### config.mk
export PLATFORM = sky130hd
export DESIGN_NAME = neopixel_strand_driver
export DESIGN_NICKNAME = d
export VERILOG_FILES = /design/src/rtl/neopixel_pkg.sv /design/src/rtl/neopixel_strand_driver_bit_encoder.sv /design/src/rtl/neopixel_strand_driver.sv
export SDC_FILE = /design/constraint.sdc
export NUM_CORES = 1
export LEC_CHECK = 0
export CAP_MARGIN = 20
export CELL_PAD_IN_SITES_DETAIL_PLACEMENT = 0
export CELL_PAD_IN_SITES_GLOBAL_PLACEMENT = 1
export CORE_ASPECT_RATIO = 0.6
export CORE_MARGIN = 1
export CORE_UTILIZATION = 35
export CTS_CLUSTER_SIZE = 30
export DETAILED_ROUTE_END_ITERATION = 16
export GPL_ROUTABILITY_DRIVEN = 0
export PLACE_DENSITY = 0.7
export REMOVE_ABC_BUFFERS = 1
export SLEW_MARGIN = 10
export SYNTH_ARGS = -nofsm -noshare
export SYNTH_HDL_FRONTEND = slang
export SYNTH_SLANG_ARGS = --single-unit
### constraint.sdc
create_clock -name clock -period 5.8 [get_ports clock]
set_input_delay 0.58 -clock clock [delete_from_list [all_inputs] [get_ports clock]]
set_output_delay 0.58 -clock clock [all_outputs]
set_load 0.01 [all_outputs]
### src/rtl/neopixel_pkg.sv
// rtl/neopixel_pkg.sv - shared types and constants for the NeoPixel strand driver.
// NEOPIXEL_RGBW_EN widens each pixel word to {G,R,B,W}.
package neopixel_pkg;

    typedef enum logic [1:0] {
        IDLE  = 2'd0,
        SEND  = 2'd1,
        LATCH = 2'd2
    } state_t;

    localparam logic [1:0] CI_RED   = 2'b00;
    localparam logic [1:0] CI_BLUE  = 2'b01;
    localparam logic [1:0] CI_GREEN = 2'b10;
    localparam logic [1:0] CI_WHITE = 2'b11;

`ifdef NEOPIXEL_RGBW_EN
    localparam int WORD_BITS = 32;
`else
    localparam int WORD_BITS = 24;
`endif

    // WS2812 timing at a 50 MHz clock
    localparam int DEF_T0H_CYC   = 18;
    localparam int DEF_T1H_CYC   = 35;
    localparam int DEF_BIT_CYC   = 63;
    localparam int DEF_LATCH_CYC = 2500;

endpackage

### src/rtl/neopixel_strand_driver_bit_encoder.sv
// rtl/neopixel_strand_driver_bit_encoder.sv - one WS2812 bit: high for T0H/T1H cycles, low until BIT_CYC.
module neopixel_bit_encoder #(
    parameter int T0H_CYC = 18,
    parameter int T1H_CYC = 35,
    parameter int BIT_CYC = 63
) (
    input  logic clock,
    input  logic reset,
    input  logic start,
    input  logic bit_value,
    output logic busy,
    output logic data,
    output logic done
);

    localparam int PH_W = $clog2(BIT_CYC);

    logic            active;
    logic [PH_W-1:0] phase;
    logic [PH_W-1:0] cur_phase;
    logic [PH_W-1:0] high_cyc;
    logic            running;

    // start counts as phase 0 so the line rises in the same cycle it is strobed
    always_comb begin
        running   = start | active;
        cur_phase = start ? '0 : phase;
        high_cyc  = bit_value ? PH_W'(T1H_CYC) : PH_W'(T0H_CYC);
        data      = running && (cur_phase < high_cyc);
        done      = running && (cur_phase == PH_W'(BIT_CYC - 1));
    end

    assign busy = active;

    always_ff @(posedge clock or posedge reset) begin
        if (reset) begin
            active <= 1'b0;
            phase  <= '0;
        end else if (running) begin
            if (done) begin
                active <= 1'b0;
                phase  <= '0;
            end else begin
                active <= 1'b1;
                phase  <= cur_phase + 1'b1;
            end
        end
    end

endmodule

### src/rtl/neopixel_strand_driver.sv
// rtl/neopixel_strand_driver.sv - colour buffer, packet sequencing and FSM for a WS2812 strand.
// NEOPIXEL_RGBW_EN adds a W channel (color_index 11) sent last in each 32-bit word.
module neopixel_strand_driver
    import neopixel_pkg::*;
#(
    parameter int NUM_PIXELS = 5,
    parameter int T0H_CYC    = DEF_T0H_CYC,
    parameter int T1H_CYC    = DEF_T1H_CYC,
    parameter int BIT_CYC    = DEF_BIT_CYC,
    parameter int LATCH_CYC  = DEF_LATCH_CYC,
    parameter int PIX_W      = (NUM_PIXELS > 1) ? $clog2(NUM_PIXELS) : 1
) (
    input  logic             clock,
    input  logic             reset,
    input  logic [7:0]       color_level,
    input  logic [1:0]       color_index,
    input  logic [PIX_W-1:0] pixel_index,
    input  logic             load_color,
    input  logic             send_it,
    output logic             neo_data,
    output logic             ready_to_load,
    output logic             ready_to_send
);

    localparam int BIT_W = $clog2(WORD_BITS);
    localparam int LAT_W = $clog2(LATCH_CYC + 1);

    state_t state, state_next;

    logic [7:0] g_buf [NUM_PIXELS];
    logic [7:0] r_buf [NUM_PIXELS];
    logic [7:0] b_buf [NUM_PIXELS];
`ifdef NEOPIXEL_RGBW_EN
    logic [7:0] w_buf [NUM_PIXELS];
`endif

    logic [BIT_W-1:0]     bit_cnt;
    logic [PIX_W-1:0]     pix_cnt;
    logic [LAT_W-1:0]     latch_cnt;
    logic [WORD_BITS-1:0] cur_word;
    logic                 bit_value;
    logic                 ci_ok, load_en, last_bit, last_pixel;
    logic                 enc_start, enc_busy, enc_data, enc_done;

`ifdef NEOPIXEL_RGBW_EN
    assign ci_ok = 1'b1;
`else
    assign ci_ok = (color_index != CI_WHITE);
`endif

    assign load_en    = load_color && ready_to_load && ci_ok && (32'(pixel_index) < NUM_PIXELS);
    assign last_bit   = (bit_cnt == BIT_W'(WORD_BITS - 1));
    assign last_pixel = (pix_cnt == PIX_W'(NUM_PIXELS - 1));
    assign enc_start  = (state == SEND) && !enc_busy;
    assign bit_value  = cur_word[BIT_W'(WORD_BITS - 1) - bit_cnt];
    assign neo_data   = enc_data;

    always_ff @(posedge clock or posedge reset) begin
        if (reset) begin
            for (int i = 0; i < NUM_PIXELS; i++) begin
                g_buf[i] <= '0;
                r_buf[i] <= '0;
                b_buf[i] <= '0;
`ifdef NEOPIXEL_RGBW_EN
                w_buf[i] <= '0;
`endif
            end
        end else if (load_en) begin
            for (int i = 0; i < NUM_PIXELS; i++) begin
                if (pixel_index == PIX_W'(i)) begin
                    case (color_index)
                        CI_RED:   r_buf[i] <= color_level;
                        CI_BLUE:  b_buf[i] <= color_level;
                        CI_GREEN: g_buf[i] <= color_level;
                        default: begin
`ifdef NEOPIXEL_RGBW_EN
                            w_buf[i] <= color_level;
`endif
                        end
                    endcase
                end
            end
        end
    end

    always_comb begin
        cur_word = '0;
        for (int i = 0; i < NUM_PIXELS; i++) begin
            if (pix_cnt == PIX_W'(i)) begin
`ifdef NEOPIXEL_RGBW_EN
                cur_word = {g_buf[i], r_buf[i], b_buf[i], w_buf[i]};
`else
                cur_word = {g_buf[i], r_buf[i], b_buf[i]};
`endif
            end
        end
    end

    always_ff @(posedge clock or posedge reset) begin
        if (reset) begin
            state <= IDLE;
        end else begin
            state <= state_next;
        end
    end

    always_comb begin
        state_next    = state;
        ready_to_load = 1'b1;
        ready_to_send = 1'b0;
        case (state)
            IDLE: begin
                ready_to_send = 1'b1;
                if (send_it) begin
                    state_next = SEND;
                end
            end
            SEND: begin
                ready_to_load = 1'b0;
                if (enc_done && last_bit && last_pixel) begin
                    state_next = LATCH;
                end
            end
            LATCH: begin
                if (latch_cnt == LAT_W'(LATCH_CYC - 1)) begin
                    state_next = IDLE;
                end
            end
            default: state_next = IDLE;
        endcase
    end

    // bit/pixel counters only move on a finished bit, so cur_word stays stable within a bit
    always_ff @(posedge clock or posedge reset) begin
        if (reset) begin
            bit_cnt   <= '0;
            pix_cnt   <= '0;
            latch_cnt <= '0;
        end else begin
            if (state == SEND && enc_done) begin
                if (last_bit) begin
                    bit_cnt <= '0;
                    pix_cnt <= last_pixel ? '0 : pix_cnt + 1'b1;
                end else begin
                    bit_cnt <= bit_cnt + 1'b1;
                end
            end
            if (state == LATCH && state_next == LATCH) begin
                latch_cnt <= latch_cnt + 1'b1;
            end else begin
                latch_cnt <= '0;
            end
        end
    end

    neopixel_bit_encoder #(
        .T0H_CYC (T0H_CYC),
        .T1H_CYC (T1H_CYC),
        .BIT_CYC (BIT_CYC)
    ) u_bit_encoder (
        .clock     (clock),
        .reset     (reset),
        .start     (enc_start),
        .bit_value (bit_value),
        .busy      (enc_busy),
        .data      (enc_data),
        .done      (enc_done)
    );

endmodule

; ---- After elaboration in Yosys (flattened, before gate mapping)
; Cells that the tools add are included.
[op_classes]
n_addsub = 5
magnitude_cmp = 3
eq_ne = 17
n_mux = 20
bitwise = 1
reduce_logical = 31
[ops]
columns = op, count
row1 = $mux 24, 5
row2 = $reduce_and 3->1, 15
row3 = $mux 6, 3
row4 = $add 12x1->12 const B, 1
row5 = $eq 12x12->1 const B, 1
row6 = $eq 3x2->1 const B, 4
row7 = $mux 12, 1
row8 = $logic_and 1x1->1, 10
row9 = $add 6x1->6 const B, 1
row10 = $eq 2x2->1 const B, 3
row11 = $eq 3x1->1 const B, 2
row12 = $eq 3x3->1 const B, 2
row13 = $eq 6x6->1 const B, 1
row14 = $logic_not 3->1, 2
row15 = $lt 5x6->1 const B, 1
row16 = $lt 6x6->1, 1
row17 = $mux 2, 3
row18 = $pmux 2 s3, 1
row19 = $add 5x1->5 const B, 1
row20 = $bmux 1 s5, 1
row21 = $eq 5x5->1 const B, 1
row22 = $mux 5, 1
row23 = $sub 5x5->5 const A, 1
row24 = $eq 2x1->1 const B, 2
row25 = 9 further kinds, 13
[totals]
reg_bits = 149
out_inout_bits = 3
wordCells = 98

; ---- Longest topological paths before layout
; Gate-level depths: netlist of the first run.
[logic_depth]
ltp_word = 12
mapped_depth = 17

; ---- Modules after synthesis
; Synthesis of the first run repeated with hierarchy kept, for this count alone.
[hier_totals]
cells_unflattened = 661
hier_area_um2 = 7577.3
[by_module_without_submodules]
columns = module, instances, cells_per_inst, area_per_inst_um2
row1 = neopixel_strand_driver, 1, 606, 7078.0
row2 = neopixel_bit_encoder, 1, 55, 499.2

; ---- Worst setup path before layout of the first run
; Ideal clock, no wire load.
[synth_path]
path_type = reg-to-output
start = register pix_cnt[0]
end = output neo_data
t_arrival_ns = 3.197
t_required_ns = 5.220
slack_ns = 2.023
path_stages_with_launch = 15
cell_sequence = dfrtp_1 ha_1 ha_1 buf_2 or2_1 o311a_1 or4_1 a311oi_1 a311o_2 nand2_1 ha_1 a21oi_1 o21ai_0 o22ai_1 a31o_1
[synth_between]
elab_chain_len = 11
word_cells_on_any_way = 15
classes_between = 1 x order compare / 4 x eq/ne / 8 x mux / 2 x reduce/logical
[synth_lines]
columns = element, line_no
row1 = start: declaration, neopixel_strand_driver.sv:38  ; logic [PIX_W-1:0] pix_cnt;
row2 = start signal: assignment, neopixel_strand_driver.sv:143  ; pix_cnt <= last_pixel ? '0 : pix_cnt + 1'b1;
row3 = $logic_not 3->1, neopixel_strand_driver.sv:89  ; if (pix_cnt == PIX_W'(i)) begin
row4 = $mux 24 (4 in series), neopixel_strand_driver.sv:89
row5 = $mux 24 *, neopixel_strand_driver.sv:89
row6 = $bmux 1 s5 *, neopixel_strand_driver.sv:55  ; assign bit_value = cur_word[BIT_W'(WORD_BITS - 1) - bit_cnt];
row7 = $mux 1 (implied by the code) *, neopixel_strand_driver.sv:55
row8 = $mux 6 *, neopixel_strand_driver_bit_encoder.sv:28  ; high_cyc = bit_value ? PH_W'(T1H_CYC) : PH_W'(T0H_CYC);
row9 = $lt 6x6->1 *, neopixel_strand_driver_bit_encoder.sv:29  ; data = running && (cur_phase < high_cyc);
row10 = $logic_and 1x1->1 *, neopixel_strand_driver_bit_encoder.sv:29
row11 = end: declaration, neopixel_strand_driver.sv:20  ; output logic neo_data,
; Every way passes the cells marked *; elsewhere a longest branch is shown, timed or not. The select of a mux whose other input is x is not followed.

; ---- Worst setup path in the final report of the first run
[layout_path]
start = register pix_cnt[2]
end = output neo_data
; Same word-level chain as after synthesis.

==> results.md, run 1 <==
- The flow ran to the end, and the final reports show no timing, DRC or antenna violations.
- The mean instance size in the synthesized netlist is 11.3 um^2.
- The category of the worst setup path launch point is a flop.
- Across the run, the number of max-cap violations was 0.
- The combinational family with the most area after synthesis is multiplexers.
- The H-tree generated during clock tree synthesis spans 4 levels.
- Yosys mapped a number of flops with a built-in enable equal to 0.
- At the pin with the least slew margin, the transition time is 0.961 ns.
- The total overflow left after global routing is 0.
- The power density relative to cell area is about 270 nW/um^2.
- The detail route stage leaves a number of antenna-violating nets equal to 0.
- The highest cell delay on the worst timing path is ~0.53 ns.
- The total count of max-transition violations in the final report is 0.
- The area fraction in compound gates after synthesis is a little under an eighth.
- The post-synth design cell area is roughly 7300 um^2.
- The clock reaches the later pin of the worst-skew pair after approximately 0.42 ns.
- VDD sags by at most 0.226 mV.
- For this block, the routed nets add up to slightly below 20 mm of wire.
- The number of remaining DRC errors is 0.
- Setup repair after global routing left no endpoint under its margin.
- The length in cells of the worst reg-to-reg path is 6.
- The half-perimeter wire length of the detailed placement result is 13.6 mm.
- Along the worst path, the maximum fanout reaches 17.
- In this run the most critical hold path is launched from g_buf[0].
- In the synthesized netlist, mux cells make up 19.5% of the area.
- The finished layout holds about 940 standard cells, fillers aside.
- The via count of the first global-routing pass is 5182.
- In this run the critical register-to-register path is captured at b_buf[27].
- The first-pass GRT wire length is about 30 mm.
- The maximum buffer depth of the clock tree is 2.
- The die span in x is around 190 um.
- Buffers inserted during clock tree synthesis total 17.
- After synthesis the netlist holds a flip-flop and latch count of between 100 and 150.
- The ratio of routed vias to standard cells is 5.57.
- Timing would allow up to 185 MHz.
- The arrival time at the worst endpoint is between 4 and 5 ns.
- The violation count after the first detailed-route iteration is between 300 and 400.
- Summing the areas of all and, or, nand and nor instances in the mapped netlist gives 10.3% of the synthesized area.
- The dominant register cell in the synthesized netlist is sky130_fd_sc_hd__dfrtp_1.
- The multi-input combinational cells in the finished layout cover a total of ~3300 um^2.
- Buffers added to address setup during post-CTS repair amount to 0.
- The layout has ~1900 filler cells.
- The CTS root buffer is sky130_fd_sc_hd__clkbuf_16.
- The number of buffers inserted by port buffering is 19.
- The leakage power is 3.84 nW.
- The number of instances in the synthesized netlist is 642.
- The nature of the critical path endpoint is an output pin.
- The final layout contains between 600 and 700 nets.
- The total clock sinks is ~150.
- Setup slack on the worst reg-to-reg path comes out at between 2 and 3 ns.
- The number of distinct library cells after synthesis is 54.
- For this run, the total global-route usage over all layers was measured as 19.1%.
- For this run, the detailed router's first-pass iteration total came to 5.
- For the final database, setup skew stands at approximately 0.012 ns.
- The sequential cell area is ~3700 um^2.
- The fraction of synthesized cell area taken by the top area cell type is between 50% and 60%.
- The number of antenna violations at the first check in global routing is 0.
- The instance count after placement with tap cells included is 904.
- In the post-synthesis netlist, the biggest area contributors are sky130_fd_sc_hd__dfrtp_1 (51%), sky130_fd_sc_hd__mux2_2 (19%), sky130_fd_sc_hd__o21ai_0 (3.2%).
- In the synthesized netlist the async set-or-reset flop fraction comes to between 90% and 100%.
- The standard cell with the maximum stage delay on the critical path is sky130_fd_sc_hd__clkdlybuf4s50_1.
- The floorplan step set the die height to approximately 110 um.
- The count of vias placed by the detailed router is approximately 5200.
- The worst min-delay path category is reg -> reg.
- The average routed wire per standard cell is ~21 um.
- The hold violation total from the final report is 0.
- The cell taking the most area after synthesis is sky130_fd_sc_hd__dfrtp_1.
- Once the floorplan was initialized, standard cells occupied between 30% and 40% of the core.
- The worst hold path terminates at g_buf[0].
- The type of the worst setup path is reg -> out.
- The critical path goes through inv_1 -> ha_1 -> nor2_2 -> o21ai_0 -> o21a_1 -> or4_1 -> a311oi_1 -> a311o_2 -> nand2_1 -> ha_1 -> a21oi_1 -> o21ai_0 -> nor2_1 -> a31o_1 -> clkdlybuf4s50_1.
- The total setup violations reported at the end of the flow is 0.
- On the critical path the largest part of the delay comes from compound AO/OA/AOI/OAI gates.
- The worst path buffer plus inverter count is 2.
- During synthesis, Yosys emitted a total of 0 warnings.
- Counting I/O delays and the setup requirement, the final critical path takes roughly 5.4 ns.
- In this run the standard cell core region covers around 20000 um^2.
- TritonCTS built the clock tree.
- The worst path required time is 5.22 ns.
- The I/O pin count is 20.
- The startpoint identified for the worst register-to-register timing path is state[0].
- In the final timing run, aggregate negative setup slack is 0 ns.
- The worst slew margin relative to its limit is 35.8%.
- The proportion of layout cells with a drive suffix above 1 is between 20% and 30%.
- The maximum number of pins on one net before global-route repair is slightly below 100.
- The number of resized instances in the post-cts repair step is 0.
- In the finished design, the share of the clock period the worst path needs comes to roughly 93%.
- The floorplan has 40 rows.
- The count of hold-fix buffers inserted at cts is 0.
- The synthesis-to-layout area growth is 14.8%.
- Of the total synthesized cell area, the portion taken by XOR and XNOR cells is 1.93%.
- The number of antenna diodes in the final layout is 0.
- After Yosys synthesis, full adders, half adders and majority gates account for under 10% of the synthesized area.
- The sequential share of the synthesized area is 51.3%.
- The area of the die is 21400 um^2.
- Clock-pin slew was measured on the worst setup and hold paths at 0.06 ns.
- The cell depth of the worst hold path is 1.
## routing by layer
layer	vias up	wire length (um)	global-route usage [%]
met4	0	275	5.58
met1	2682	10100	29.4
met2	158	7910	26.0
met5	-	0	0
met3	26	1190	4.58
li1	2350	-	-
## worst max path at each step
stage	from	end	slack, ns	depth (start not counted)
finish	pix_cnt[2]	neo_data	0.40	15
global route	pix_cnt[2]	neo_data	0.09	15
CTS	pix_cnt[2]	neo_data	0.48	15
detailed placement	pix_cnt[2]	neo_data	0.94	15
global placement	pix_cnt[0]	neo_data	1.09	15
floorplan	reset	b_buf[0]	1.21	1
## area by class of cell
class | count | area share [%]
clock inverters | 11 | 2.09
clock buffers | 21 | 5.52
multi-input cells | 438 | 39.7
flip-flops and latches | 149 | 44.7
repair buffers | 29 | 3.15
inverters | 16 | 0.780
well taps | 273 | 4.10
## through the flow
stage	hold slack (ns)	setup slack [ns]	utilization (%)	power [mW]	instance area, um^2
final	0.500	0.401	41.4	2.29	8340
after global routing	0.512	0.0878	41.4	2.37	8340
after CTS	0.506	0.478	41.3	2.31	8340
after detailed placement	0.492	0.940	38.2	1.12	7700
after global placement	0.482	1.09	38.2	1.11	7700
after floorplan	0.447	1.21	-	1.08	7100
## state kept, by name, summed over array words and instances, names as in the netlist
name and flops:
pix_cnt 3, latch_cnt 12, b_buf 40, u_bit_encoder.phase 6, state 2, bit_cnt 5, r_buf 40, u_bit_encoder.busy 1
g_buf 40
## cell usage after synthesis (all sizes together) (2+ instances only)
cell / count
dfrtp: 149
mux2: 120
nand2: 47
o21ai: 46
nor2: 39
a21oi: 27
clkbuf: 24
a221oi: 15
buf: 15
inv: 15
nand3: 14
ha: 12
nor2b: 12
a31oi: 9
xor2: 9
and3: 7
o21a: 7
xnor2: 7
nor4: 6
a221o: 5
nand2b: 5
nand4: 5
mux2i: 4
nor3: 4
nand3b: 3
o2111ai: 3
o22ai: 3
o31ai: 3
a311oi: 2
and2: 2
nor3b: 2
nor4b: 2
o211ai: 2
o221ai: 2
## cell usage in the layout (no fill, tap or decap), types with 3 or more instances in the layout
master,netlist,final
sky130_fd_sc_hd__dfrtp_1,149,149
sky130_fd_sc_hd__mux2_2,120,120
sky130_fd_sc_hd__nand2_1,47,47
sky130_fd_sc_hd__o21ai_0,46,46
sky130_fd_sc_hd__nor2_1,38,38
sky130_fd_sc_hd__a21oi_1,27,27
sky130_fd_sc_hd__clkdlybuf4s50_1,0,19
sky130_fd_sc_hd__clkbuf_16,0,17
sky130_fd_sc_hd__a221oi_1,15,15
sky130_fd_sc_hd__inv_1,15,14
sky130_fd_sc_hd__nand3_1,14,14
sky130_fd_sc_hd__ha_1,12,12
sky130_fd_sc_hd__nor2b_1,11,11
sky130_fd_sc_hd__xor2_1,9,9
sky130_fd_sc_hd__a31oi_1,9,9
sky130_fd_sc_hd__buf_4,0,9
sky130_fd_sc_hd__and3_1,7,7
sky130_fd_sc_hd__o21a_1,7,7
sky130_fd_sc_hd__xnor2_1,7,7
sky130_fd_sc_hd__nor4_1,6,6
sky130_fd_sc_hd__nand4_1,5,5
sky130_fd_sc_hd__nand2b_1,5,5
sky130_fd_sc_hd__a221o_1,5,5
sky130_fd_sc_hd__mux2i_1,4,4
sky130_fd_sc_hd__bufinv_16,0,4
sky130_fd_sc_hd__nand3b_1,3,3
sky130_fd_sc_hd__o31ai_1,3,3
sky130_fd_sc_hd__o22ai_1,3,3
sky130_fd_sc_hd__o2111ai_1,3,3
sky130_fd_sc_hd__nor3_1,3,3
sky130_fd_sc_hd__clkinvlp_4,0,3
## report_power, final
group	switching, mW	total, mW	internal [mW]
clock	0.451	1.20	0.746
combinational	0.0438	0.0557	0.0119
sequential	0	1.04	1.04
## worst reg2reg max path, cell delays in order (launching register included)
cell	delay (ns)
sky130_fd_sc_hd__dfrtp_1	0.40
sky130_fd_sc_hd__nor2b_1	0.17
sky130_fd_sc_hd__inv_1	0.32
sky130_fd_sc_hd__nand3_1	0.21
sky130_fd_sc_hd__nor4b_1	0.77
sky130_fd_sc_hd__nand2_1	0.55
sky130_fd_sc_hd__mux2_2	0.43
## kinds of logic after synthesis
kind of cell / after synthesis
compound gates: 133
xor+xnor: 16
fa+ha+maj: 12
buf+inv: 55
flops: 149
mux: 125
simple gates: 152
Power figures use the tool's default switching activity.
==> run 2: changes to the inputs <==
--- a/config.mk
+++ b/config.mk
@@ -19,4 +19,5 @@
 export SLEW_MARGIN = 10
 export SYNTH_ARGS = -nofsm -noshare
 export SYNTH_HDL_FRONTEND = slang
+export SYNTH_HIERARCHICAL = 1
 export SYNTH_SLANG_ARGS = --single-unit
==> run 2 against run 1 <==
Effect of this change:
- clock skew decreased by 0.0021 ns
- clock-buffer cell count is 1 higher
- utilization fell by 0.88 points
- critical path depth shrank 2
- via count is 5.4% higher
- final area up 2.6%
- largest power group unchanged
- cell count rose by 1.8%
- register-to-register slack lost 0.38 ns
- power increased by 5.2%
- synthesized cell count is 3.0% higher
- combinational power grew to 3.4 times the previous value
==> results.md, run 2 <==
- The number of flops mapped to enable cells by yosys is 0.
- The violation count after the first detailed-route iteration is a little under 600.
- The half-perimeter wire length of the detailed placement result is about 15 mm.
- The via count of the first global-routing pass is 5564.
- The endpoint identified for the worst register-to-register timing path is bit_cnt[4].
- The die span in x is approximately 190 um.
- The fraction of synthesized cell area taken by the top area cell type is roughly half.
- The worst setup path is of the reg -> out kind.
- The I/O pin count is 20.
- The nature of the critical path endpoint is an output pin.
- The biggest area contributor in the post-synthesis netlist is sky130_fd_sc_hd__dfrtp_1.
- The total clock sinks is between 100 and 150.
- The largest registers in the layout are b_buf (40), g_buf (40), r_buf (40).
- The area growth from synthesis to layout is 12.9%.
- After synthesis, the mean cell area works out to 11.5 um^2.
- The max capacitance violation total is 0.
- Ranked by total cell area, the synthesized netlist is headed by sky130_fd_sc_hd__dfrtp_1 (49%), sky130_fd_sc_hd__mux2_2 (18%), sky130_fd_sc_hd__nand2_1 (2.1%).
- Counting both buffers and inverters, the worst setup path holds a total of 3.
- The total count of max-transition violations in the final report came to 0.
- Counting distinct cell types in the post-synthesis netlist gives 75.
- The share of the cycle needed by the critical path after routing is between 90% and 100%.
- Setup repair after global routing left no endpoint under its margin.
- The worst hold slack is approximately 0.48 ns.
- For this run, the total global-route usage over all layers was measured as a little over a fifth.
- Clock tree synthesis selected as its root buffer the cell sky130_fd_sc_hd__clkbuf_16.
- For the worst setup path, the data arrival time is 4.81 ns.
- Counting tap cells, the placed design contains a total of about 900 instances.
- The most common cell after layout, fill and taps aside is sky130_fd_sc_hd__dfrtp_1.
- Summing all placed instances gives a cell area of just under 8000 um^2.
- The floorplan step defined a core boundary enclosing about 21000 um^2.
- The cell depth of the worst hold path is 1.
- Overall power consumption after layout is estimated at roughly 2.4 mW.
- The fraction of registers with async set or reset after synthesis is 100%.
- The flow ran to the end, and the final reports show no timing, DRC or antenna violations.
- The area of all placed cells without fillers is 8550 um^2.
- The final route contains approximately 5500 vias.
- The power density relative to cell area is 282 nW/um^2.
- Data on the critical path is required at its endpoint by ~5.2 ns.
- The proportion of layout cells with a drive suffix above 1 is around a quarter.
- The tightest min-delay check is of the reg -> reg type.
- The CTS buffer count is 17.
- The remaining antenna violation count is 0.
- The repair_antennas step left the layout with diodes totalling 0.
- The number of H-tree levels is 4.
- The clock passes through at most 2 buffers.
- In the final routed layout, each cell accounts on average for between 20 and 25 um.
- The kind of cell adding the most delay to the critical path is compound AO/OA/AOI/OAI gates.
- The library cells used most frequently in the layout, excluding fill and tap cells, are sky130_fd_sc_hd__dfrtp_1 (149), sky130_fd_sc_hd__mux2_2 (120), sky130_fd_sc_hd__nand2_1 (42).
- The fill cell total of the finished layout is between 2000 and 2500.
- The maximum VDD drop is roughly 0.19 mV.
- The flip-flop and latch count after synthesis is approximately 150.
- The buffers inserted during post-CTS setup optimization is 0.
- Tracing the worst setup path back leads to its startpoint at pix_cnt[0].
- The TritonCTS clock tree is built.
- Derived from the worst setup path, the maximum achievable clock frequency is between 150 and 200 MHz.
- The final-layout setup total negative slack is 0 ns.
- The final layout contains routed wiring with a total length of around 22 mm.
- The number of hold buffers added after CTS was 0.
- The number of antenna violations at the first check in global routing was 0.
- In this design, the stage delay of the slowest critical-path cell is 0.67 ns.
- The area of the die is ~22000 um^2.
- The count of cells in the finished layout, fillers not included, comes to approximately 950.
- In the post-synthesis netlist, the cell with the most instances is sky130_fd_sc_hd__dfrtp_1.
- The signal on the critical path passes through inv_1 -> ha_1 -> nand2b_1 -> o311ai_1 -> o21ai_0 -> a31oi_1 -> and4b_1 -> o32ai_2 -> inv_1 -> ha_1 -> a211oi_1 -> o31a_1 -> clkdlybuf4s50_1.
- In the synthesized netlist, the number of instances is ~660.
- In the synthesized netlist the dominant register cell turns out to be sky130_fd_sc_hd__dfrtp_1.
- The critical path ends at neo_data.
- Before antenna repair, the detailed router went through 5 iterations.
- The final-stage net count is 691.
- The number of remaining DRC errors is 0.
- The sequential share of the synthesized area is between 40% and 50%.
- The hold violation total from the final report came to 0.
- The count of yosys warnings during synthesis is 6.
- For this design the static power due to leakage is between 3 and 4 nW.
- The remaining global-route overflow is 0.
- The number of placement rows is between 40 and 50.
- The first-pass GRT wire length is roughly 34 mm.
- The total setup violations reported at the end of the flow is 0.
- The start of the worst register-to-register path is state[1].
- Sorting the synthesized cells by how often they occur yields sky130_fd_sc_hd__dfrtp_1 (149), sky130_fd_sc_hd__mux2_2 (120), sky130_fd_sc_hd__nand2_1 (42).
- The largest fanout on the critical path is 18.
- The worst register-to-register path has a setup slack of approximately 2.4 ns.
- Clock latency on the worst-skew pair, taken at its later pin, is roughly 0.43 ns.
- The worst pin sits at a relative slew slack of between 20% and 30%.
- On the final layout, the worst clock skew is ~0.0097 ns.
- In this run the tool buffered the top-level ports with 19 buffer cells.
- The cell area that synthesis handed to floorplanning was 7580 um^2.
- After clock tree synthesis, the repair step resized 0 gates.
- The initial utilization of the core area, before any placement, comes to a little over a third.
- The critical path runs through a total of 13 cells.
- The vertical die dimension is roughly 120 um.
- For the worst flop-to-flop path, the logic depth is 11.
- The final critical path time including I/O delays and setup is about 5.4 ns.
- For the pin with the worst max-slew slack, the measured transition is about 1.1 ns.
- The standard cell with the maximum stage delay on the critical path is sky130_fd_sc_hd__o311ai_1.
- The clock slew at the register clock pins of the worst setup and hold paths is ~0.07 ns.
- Dividing the detail-routed via count by the number of cells gives around 5.8.
- The maximum number of pins on one net before global-route repair is 84.
- The worst setup path is launched from a flop.
==> run 2: cell types whose count changed after synthesis, moves of 6 or more <==
cell / change
sky130_fd_sc_hd__o21ai_0: -24
sky130_fd_sc_hd__nor2b_1: +11
sky130_fd_sc_hd__buf_2: +10
sky130_fd_sc_hd__a21oi_1: -9
sky130_fd_sc_hd__clkbuf_1: -8
sky130_fd_sc_hd__inv_1: +8
sky130_fd_sc_hd__o311ai_0: +8
sky130_fd_sc_hd__nor2_1: -7
sky130_fd_sc_hd__a211oi_1: +6
sky130_fd_sc_hd__nand2b_1: +6
==> run 2: logic make-up after synthesis <==
group / share of synthesized area, %
AND/OR/NAND/NOR: 12.5
multiplexers: 18.8
buffers and inverters: 4.01
flip-flops: 49.2
AO/OA/AOI/OAI: 12.2
XOR/XNOR: 1.27
adder cells (fa/ha/maj): 1.98
==> run 2: worst min path at each step <==
stage | startpoint | slack, ns | endpoint
6_report | state[1] | 0.48 | state[0]
5_1_grt | state[1] | 0.51 | state[0]
4_1_cts | state[1] | 0.48 | state[0]
3_5_place_dp | state[1] | 0.47 | state[0]
3_3_place_gp | state[1] | 0.46 | state[0]
2_1_floorplan | reset | 0.38 | u_bit_encoder/busy
==> run 2: through the flow <==
stage          setup slack [ns]  utilization [%]
2_1_floorplan              1.41                -
6_report                  0.410             40.5
3_3_place_gp              0.800             37.6
3_5_place_dp              0.879             37.6
4_1_cts                   0.342             40.5
5_1_grt                   0.182             40.5
==> run 2: area by class of cell <==
type                            count  area [um^2]  share of cell area (%)
Clock inverter                     10          123                    1.43
Inverter                           23         91.3                    1.07
Clock buffer                       22          474                    5.54
Timing Repair Buffer               26          243                    2.84
Sequential cell                   149         3730                    43.6
Multi-Input combinational cell    445         3540                    41.4
Tap cell                          279          349                    4.08
==> run 2: report_power, final <==
group / switching (mW) / internal, mW
registers: 0.0391 / 1.07
clock network: 0.447 / 0.670
logic: 0.104 / 0.0831
total: 0.590 / 1.82
==> run 2: worst reg2reg max path, stage by stage, from the launching register on <==
cell and delay, ns:
sky130_fd_sc_hd__dfrtp_1 0.41, sky130_fd_sc_hd__nand2b_2 0.28, sky130_fd_sc_hd__nor2_1 0.68, sky130_fd_sc_hd__nand2b_1 0.25, sky130_fd_sc_hd__ha_1 0.20, sky130_fd_sc_hd__nand4b_1 0.14
sky130_fd_sc_hd__nor2_1 0.43, sky130_fd_sc_hd__inv_1 0.12, sky130_fd_sc_hd__or2_2 0.37, sky130_fd_sc_hd__nor3_1 0.21, sky130_fd_sc_hd__a21oi_1 0.06, sky130_fd_sc_hd__o21ai_0 0.14
==> run 2: per-layer routing <==
layer | up-vias | wire, um | GRT usage (%)
met4 | 0 | 312 | 5.13
met1 | 2796 | 10500 | 31.2
met2 | 242 | 8350 | 27.1
li1 | 2429 | - | -
met5 | - | 0 | 0
met3 | 29 | 2450 | 8.84
